===== config.mk =====
export PLATFORM = sky130hd
export DESIGN_NAME = multi_drop_engine
export DESIGN_NICKNAME = d
export VERILOG_FILES = /design/src/rtl/drop_pkg.sv /design/src/rtl/drop_slot.sv /design/src/rtl/multi_drop_engine.sv
export SDC_FILE = /design/constraint.sdc
export NUM_CORES = 1
export LEC_CHECK = 0
export CORE_ASPECT_RATIO = 0.5
export CORE_MARGIN = 4
export CORE_UTILIZATION = 35
export CTS_CLUSTER_DIAMETER = 150
export CTS_CLUSTER_SIZE = 14
export DETAILED_ROUTE_END_ITERATION = 8
export GPL_TIMING_DRIVEN = 0
export PLACE_DENSITY_LB_ADDON = 0.12
export SYNTH_ARGS = -nofsm -noshare
export SYNTH_HDL_FRONTEND = slang
export SYNTH_SLANG_ARGS = --single-unit

===== constraint.sdc =====
create_clock -name clock -period 10.4 [get_ports clock]
set_input_delay 2.08 -clock clock [delete_from_list [all_inputs] [get_ports clock]]
set_output_delay 2.08 -clock clock [all_outputs]
set_load 0.02 [all_outputs]

===== src/rtl/drop_pkg.sv =====
// Shared slot-state type and width helpers for the multi-object drop engine.
package drop_pkg;

    typedef enum logic {
        S_IDLE = 1'b0,
        S_FALL = 1'b1
    } slot_state_e;

    // Bits needed to index n items, never less than one.
    function automatic int width_of(input int n);
        return (n <= 1) ? 1 : $clog2(n);
    endfunction

    // Bits needed to hold a count from 0 to n inclusive.
    function automatic int count_width(input int n);
        return width_of(n + 1);
    endfunction

endpackage


===== src/rtl/drop_slot.sv =====
// One falling-object slot: IDLE/FALL state, frame divider, row stepping and
// catch/miss resolution on the bottom row.
module drop_slot
    import drop_pkg::*;
#(
    parameter int COLS = 8,
    parameter int ROWS = 8,
    parameter int PW   = 4
) (
    input  logic                      clock,
    input  logic                      resetn,
    input  logic                      load,
    input  logic [width_of(COLS)-1:0] load_col,
    input  logic                      advance,
    input  logic [PW-1:0]             eff_period,
    input  logic [width_of(COLS)-1:0] player_col,
    output logic                      busy,
    output logic [width_of(COLS)-1:0] col,
    output logic [width_of(ROWS)-1:0] row,
    output logic                      is_catch,
    output logic                      is_miss
);

    localparam int CW = width_of(COLS);
    localparam int RW = width_of(ROWS);
    localparam logic [RW-1:0] LAST_ROW = RW'(ROWS - 1);

    typedef struct packed {
        slot_state_e   state;
        logic [CW-1:0] col;
        logic [RW-1:0] row;
        logic [PW-1:0] div;
    } slot_t;

    slot_t cur, nxt;

    // NOTE: registered state uses non-blocking assignments; the combinational
    // next-state block below uses blocking ones.
    always_ff @(posedge clock) begin
        if (!resetn) begin
            cur.state <= S_IDLE;
            cur.col   <= '0;
            cur.row   <= '0;
            cur.div   <= '0;
        end else begin
            cur <= nxt;
        end
    end

    // NOTE: every output of this block gets a default first, so no path can
    // leave one unassigned and infer a latch.
    always_comb begin
        nxt      = cur;
        is_catch = 1'b0;
        is_miss  = 1'b0;
        case (cur.state)
            S_IDLE: begin
                if (load) begin
                    nxt.state = S_FALL;
                    nxt.col   = load_col;
                    nxt.row   = '0;
                    nxt.div   = '0;
                end
            end
            S_FALL: begin
                if (advance) begin
                    if (cur.div == eff_period - PW'(1)) begin
                        nxt.div = '0;
                        if (cur.row == LAST_ROW) begin
                            nxt.state = S_IDLE;
                            is_catch  = (cur.col == player_col);
                            is_miss   = (cur.col != player_col);
                        end else begin
                            nxt.row = cur.row + RW'(1);
                        end
                    end else begin
                        nxt.div = cur.div + PW'(1);
                    end
                end
            end
            default: nxt = cur;
        endcase
    end

    assign busy = (cur.state == S_FALL);
    assign col  = cur.col;
    assign row  = cur.row;

endmodule


===== src/rtl/multi_drop_engine.sv =====
// Multi-object falling engine for the LED catch game: slot allocation, score,
// miss counting, game-over and the occupancy map. DROP_SPEEDUP_EN shortens the
// fall period as the score grows.
module multi_drop_engine
    import drop_pkg::*;
#(
    parameter int COLS         = 8,
    parameter int ROWS         = 8,
    parameter int N_OBJ        = 4,
    parameter int PW           = 4,
    parameter int SW           = 8,
    parameter int MAX_MISS     = 3,
    parameter int SPEEDUP_STEP = 4
) (
    input  logic                             clock,
    input  logic                             resetn,
    input  logic                             tick,
    input  logic                             spawn_valid,
    input  logic [width_of(COLS)-1:0]        spawn_col,
    output logic                             spawn_ready,
    input  logic [width_of(COLS)-1:0]        player_col,
    input  logic [PW-1:0]                    fall_period,
    output logic [COLS*ROWS-1:0]             obj_map,
    output logic                             catch_pulse,
    output logic                             miss_pulse,
    output logic [SW-1:0]                    score,
    output logic [count_width(MAX_MISS)-1:0] miss_cnt,
    output logic                             lose,
    output logic                             frame_done
);

    localparam int CW    = width_of(COLS);
    localparam int RW    = width_of(ROWS);
    localparam int MW    = count_width(MAX_MISS);
    localparam int NW    = count_width(N_OBJ);
    localparam int MAP_W = COLS * ROWS;

    logic             accept;
    logic             spawn_fire;
    logic [CW-1:0]    load_col;
    logic [PW-1:0]    eff_period;
    logic [N_OBJ-1:0] busy, load, is_catch, is_miss;
    logic [CW-1:0]    slot_col [N_OBJ];
    logic [RW-1:0]    slot_row [N_OBJ];
    logic [NW-1:0]    n_catch, n_miss;
    logic [SW-1:0]    score_nxt;
    logic [MW-1:0]    miss_nxt;

    assign accept      = tick && !lose;
    assign spawn_ready = !(&busy) && !lose;
    assign spawn_fire  = spawn_valid && spawn_ready;
    assign load_col    = (int'(spawn_col) >= COLS) ? CW'(COLS - 1) : spawn_col;

    // Lowest-index idle slot takes the new object.
    always_comb begin : alloc
        logic found;
        found = 1'b0;
        load  = '0;
        for (int i = 0; i < N_OBJ; i++) begin
            if (!found && !busy[i]) begin
                load[i] = spawn_fire;
                found   = 1'b1;
            end
        end
    end

`ifdef DROP_SPEEDUP_EN
    always_comb begin : speedup
        logic [PW:0]   fp;
        logic [SW-1:0] quot;
        fp   = (fall_period == '0) ? (PW+1)'(1) : {1'b0, fall_period};
        quot = score / SW'(SPEEDUP_STEP);
        if (int'(quot) >= int'(fp)) eff_period = PW'(1);
        else                        eff_period = PW'(fp - (PW+1)'(quot));
    end
`else
    assign eff_period = (fall_period == '0) ? PW'(1) : fall_period;
    logic unused_speedup;
    assign unused_speedup = ^SPEEDUP_STEP;
`endif

    for (genvar g = 0; g < N_OBJ; g++) begin : g_slot
        drop_slot #(.COLS(COLS), .ROWS(ROWS), .PW(PW)) u_slot (
            .clock      (clock),
            .resetn     (resetn),
            .load       (load[g]),
            .load_col   (load_col),
            .advance    (accept),
            .eff_period (eff_period),
            .player_col (player_col),
            .busy       (busy[g]),
            .col        (slot_col[g]),
            .row        (slot_row[g]),
            .is_catch   (is_catch[g]),
            .is_miss    (is_miss[g])
        );
    end

    always_comb begin
        obj_map = '0;
        n_catch = '0;
        n_miss  = '0;
        for (int i = 0; i < N_OBJ; i++) begin
            if (busy[i])
                obj_map = obj_map | (MAP_W'(1) << (int'(slot_row[i]) * COLS + int'(slot_col[i])));
            n_catch = n_catch + NW'(is_catch[i]);
            n_miss  = n_miss + NW'(is_miss[i]);
        end
    end

    // Saturating next values for score and miss count.
    always_comb begin : sat
        logic [SW:0]      score_sum;
        logic [MW+NW-1:0] miss_sum;
        score_sum = {1'b0, score} + (SW+1)'(n_catch);
        score_nxt = score_sum[SW] ? '1 : score_sum[SW-1:0];
        miss_sum  = (MW+NW)'(miss_cnt) + (MW+NW)'(n_miss);
        miss_nxt  = (miss_sum >= (MW+NW)'(MAX_MISS)) ? MW'(MAX_MISS) : miss_sum[MW-1:0];
    end

    always_ff @(posedge clock) begin
        if (!resetn) begin
            score       <= '0;
            miss_cnt    <= '0;
            lose        <= 1'b0;
            catch_pulse <= 1'b0;
            miss_pulse  <= 1'b0;
            frame_done  <= 1'b0;
        end else begin
            catch_pulse <= |is_catch;
            miss_pulse  <= |is_miss;
            frame_done  <= accept;
            if (accept) begin
                score    <= score_nxt;
                miss_cnt <= miss_nxt;
                if (miss_nxt >= MW'(MAX_MISS)) lose <= 1'b1;
            end
        end
    end

endmodule


# After elaboration in Yosys (flattened, before gate mapping)
# Cells that the tools add are included.
# op_classes
n_bitwise	7
n_reduce_logical	30
shift	4
addsub	21
n_lt_le_gt_ge	2
eq_ne	32
mux	86
# ops
op	n
$mux 64	4
$shl 1x7->64 const A	4
$or 64x64->64	3
$pmux 7 s2	4
$mux 1	51
$mux 11	4
$add 6x3->7	4
$mux 7	4
$mux 3	8
$ne 2x2->1 const B	12
$mux 4	5
$reduce_and 4->1	5
$reduce_and 2->1	9
$add 4x1->4 const B	4
$eq 4x4->1	4
$add 3x1->3 const B	4
$eq 3x3->1	4
$eq 3x3->1 const B	4
$ne 3x3->1	4
$add 8x3->9	1
$mux 8	1
$ne 2x1->1 const B	4
$pmux 1 s2	4
$reduce_or 4->1	2
other kinds (12)	29
# word_totals
inputBits	14
ff_bits	58
out_inout_bits	79

# Longest topological paths before layout
# logic_depth
depth_word	15
mapped_depth	18
depth_no_buf	16

# Hierarchy
# Synthesis repeated with hierarchy kept, for this count alone.
# unflattened
cells_unflattened	763
hier_area_um2	5761.8
# by_module_without_submodules
module	cells_each	seq_area_each_um2	area_each_um2	n_inst
multi_drop_engine	459	280.3	2959.1	1
drop_slot	76	220.2	700.7	4

# Worst setup path before layout
# No wires, ideal clock.
# synth_path
path_kind	input-to-reg
startpoint	input fall_period[3]
endpoint	register score[6]
arrival_time_ns	6.127
setup_time_ns	0.132
path_stages	17
slack_ns	4.142
n_path_buf	2
t_required_ns	10.268
path_cell_list	buf_2 -> nor3_1 -> nor2_1 -> ha_1 -> xor2_1 -> o2111ai_1 -> or4b_1 -> buf_2 -> or3_4 -> fa_1 -> inv_1 -> fa_1 -> fa_1 -> and2_1 -> nor2b_1 -> a31oi_1 -> nor3_1
# synth_via
elab_chain_cells	12
elab_cells_between_ends	24
# synth_rtl
element	line	text
from (decl)	multi_drop_engine.sv:22	input logic [PW-1:0] fall_period,
$logic_not 4->1	multi_drop_engine.sv:77	assign eff_period = (fall_period == '0) ? PW'(1) : fall_period;
$mux 4 (*)	multi_drop_engine.sv:77	
$sub 4x1->4 (*)	drop_slot.sv:67	if (cur.div == eff_period - PW'(1)) begin
$eq 4x4->1	drop_slot.sv:67	
$mux 1	drop_slot.sv:67	
$mux 1	drop_slot.sv:66	if (advance) begin
$mux 1	drop_slot.sv:56	case (cur.state)
$add 1x1->2	multi_drop_engine.sv:106	n_catch = n_catch + NW'(is_catch[i]);
$add 2x1->3	multi_drop_engine.sv:106	
$add 3x1->3 (*)	multi_drop_engine.sv:106	
$add 8x3->9 (*)	multi_drop_engine.sv:115	score_sum = {1'b0, score} + (SW+1)'(n_catch);
$mux 8 (*)	multi_drop_engine.sv:116	score_nxt = score_sum[SW] ? '1 : score_sum[SW-1:0];
to (signal assigned)	multi_drop_engine.sv:134	score <= score_nxt;
to (decl)	multi_drop_engine.sv:26	output logic [SW-1:0] score,
# Mark *: on every way between the ends. The rest lies on a longest branch, timed or not.
# A chain may end at the register's enable or synchronous reset.

# Worst setup path in the final report
# layout_path
startpoint	input fall_period[1]
endpoint	register score[6]
# The elaborated chain is that of the path after synthesis.

==> run metrics <==
Max-Cap Viols=0; worst vdd ir=0.00007760 V; Die Span Y=between 90 and 100 µm; I/O Pins=between 90 and 100; Cells after DPL=~1000; #FFs+latches synth=58; met1 WL=roughly 11 mm; total number of vias=6321; initial antenna violation count=0; Startpoint Class=input port; worst-case clock buffer depth=2; Tmin final=6.682 ns; reg2reg start=g_slot[0].u_slot.cur[2]$_SDFFE_PN0P_; post-DP HPWL=17.56 mm; Slew @ Worst Pin=0.9520 ns; uppermost layer routed=met4; leading cell type in the layout, fill and taps excluded=nand2_1; Tot GR Track Use=25.58%; Worst Skew=0.009143 ns; routability congestion estimate from global placement=approximately 1; Syn Nets=between 700 and 800; RSZ-0062 raised after global routing=false; Avg WL per Cell=21.79 µm; post-synthesis cell count=roughly 750; WL final=22.82 mm; Core Box Area=between 0.01 and 0.015 mm²; Die Width=183.3 µm; FFs w/ async S/R, synth=0%; final core utilization=46.07%; # nets final=878; share of cells above drive strength 1=between 4 and 5%; Clock Latency Late Sink=0.33 ns; final hold vios=0; First DRT Iteration DRCs=614; Crit path arrival time=6.87 ns; Placed Area=0.006487 mm²; Final Slew Violations=0; Max FO, Critical Path=6; Hold WC Path Type=reg -> reg; Mapped Avg Cell Area=7.201 µm²; Root Buffer=clkbuf_16; TritonCTS clock tree=built; post-CTS setup buffers=0; sequential area share after synthesis=between 20% and 30%; total CTS buffers=9; PD cells=90.05 mW/mm²; first-pass GRT wire length=34.72 mm; Worst-path clk slew=0.06 ns; fin crit share=between 60 and 70%; DIE AREA=around 0.018 mm²; FF-to-FF path depth=13; setup TNS=0 ns; met3 WL post-DR=~2.3 mm; Residual DRC=0; crit path kind=in -> reg; DR pass1 iterations=5; Post-synth EDFFs=0; Final setup viols=0; n_diodes=0; clk sinks=58; vias in the first global route=5899; Initial Util=36.49%; H-Tree Level Count=3; LEAKAGE=2.334 nW; fin cells=1047; CP startpoint=fall_period[1]; Tot Pwr=611.5 µW; placement row count=31; Antenna Nets Post-Route=0; hold path cells=1; Post-CTS Hold Buffers=0; crit end category=register; count of cell types in the netlist=67; status=complete, no violations; most frequent cells in the layout=nand2_1, nor2_1, clkdlybuf4s50_1; Synth Cell Area=approximately 0.0054 mm²; final instance area=0.006790 mm²; Vias/cell=6.037; IO buf count=86; min-delay src=score[4]$_SDFFE_PN0P_; grt ovf=0; wire length on met2=9.645 mm; Resized cells post-CTS=0; f_max=approximately 150 MHz; Warnings, synthesis=0; max_slew headroom=36.30%; P&R area growth vs syn=26.24%; Worst EP required=10.59 ns; most used flip-flop cell after synthesis=dfxtp_1; largest net degree at the start of global routing=13
-- final timing paths --
path                                               to  slack [ns]
worst min register to register  score[4]$_SDFFE_PN0P_        0.53
worst min-delay path            score[4]$_SDFFE_PN0P_        0.53
worst max register to register  score[6]$_SDFFE_PN0P_        6.43
worst max-delay path            score[6]$_SDFFE_PN0P_        3.72
-- synthesized netlist by cell type, drive strengths merged (3+ instances only) --
library cell | n | area (µm²)
clkbuf | 47 | 176.4
mux2i | 7 | 70.07
o22ai | 23 | 143.9
or3b | 3 | 26.28
a22oi | 12 | 90.09
a22o | 3 | 26.28
o31ai | 4 | 43.79
xor2 | 15 | 131.4
nand4 | 7 | 43.79
nand2b | 22 | 137.6
o21ai | 31 | 155.1
ha | 14 | 175.2
nor2b | 24 | 150.1
and3 | 10 | 62.56
fa | 6 | 120.1
o211ai | 12 | 90.09
buf | 6 | 36.28
and3b | 3 | 26.28
or2 | 6 | 37.54
nor3 | 24 | 120.1
a21oi | 31 | 155.2
a32oi | 5 | 43.79
a31oi | 9 | 62.56
nand3 | 43 | 215.2
nand3b | 7 | 52.55
a311oi | 3 | 26.28
dfxtp | 58 | 1161
or3 | 6 | 42.54
xnor2 | 16 | 140.1
a221o | 30 | 300.3
and2 | 8 | 50.05
a21o | 3 | 22.52
nor4 | 5 | 46.29
nand2 | 92 | 345.3
o221ai | 8 | 70.07
a221oi | 7 | 61.31
xnor3 | 3 | 67.56
nor2 | 89 | 336.6
inv | 18 | 67.56
-- routing by layer --
layer	GRT usage, %	up-vias
met1	36.33	2997
met4	5.452	0
li1	-	2954
met5	0	-
met3	5.869	27
met2	39.74	343
-- layout make-up --
type | instances | area [µm²]
fillers | 1549 | 7949
multi-input cells | 618 | 3938
flip-flops and latches | 58 | 1161
repair buffers | 86 | 860.8
well taps | 198 | 247.7
clock buffers | 9 | 225.2
plain buffers | 53 | 212.7
clock inverters | 7 | 77.57
inverters | 18 | 67.56
-- logic make-up after synthesis --
kind of cell	share of synthesized area, %
AO/OA/AOI/OAI	26.87
XOR/XNOR	6.304
multiplexers	1.721
AND/OR/NAND/NOR	32.82
buffers and inverters	5.210
adder cells (fa/ha/maj)	5.490
flip-flops	21.59
-- power by group --
group / total, mW / leakage, nW / switching, mW / internal [mW]
Clock: 0.300 / 0.146 / 0.113 / 0.187
Combinational: 0.0804 / 1.72 / 0.0524 / 0.0280
Sequential: 0.231 / 0.470 / 0.00469 / 0.226
Total: 0.611 / 2.33 / 0.170 / 0.441
-- through the flow --
stage               hold slack (ns)  setup slack [ns]
floorplan                    0.4844             4.142
global placement             0.5057             3.375
detailed placement           0.5133             3.373
CTS                          0.5293             3.697
global route                 0.5417             3.399
finish                       0.5254             3.718
-- worst max-delay path, stage by stage --
cell             delay [ns]
clkdlybuf4s50_1        0.53
nor3_1                 0.39
nor2_1                 0.08
ha_1                   0.43
xor2_1                 0.18
o2111ai_1              0.11
or4b_1                 0.55
buf_2                  0.18
or3_4                  0.35
fa_1                   0.51
inv_1                  0.05
fa_1                   0.45
fa_1                   0.40
and2_1                 0.19
nor2b_1                0.16
a31oi_1                0.16
nor3_1                 0.06
-- sequential cells by signal, indices dropped and copies added (netlist names) --
| register | flops |
|---|---|
| g_slot.u_slot.cur | 16 |
| catch_pulse | 1 |
| miss_pulse | 1 |
| frame_done | 1 |
| miss_cnt | 2 |
| lose | 1 |
| g_slot.u_slot.col | 12 |
| score | 8 |
| g_slot.u_slot.row | 12 |
| g_slot.u_slot.busy | 4 |
Note: power is estimated with default switching activity, not from simulation.
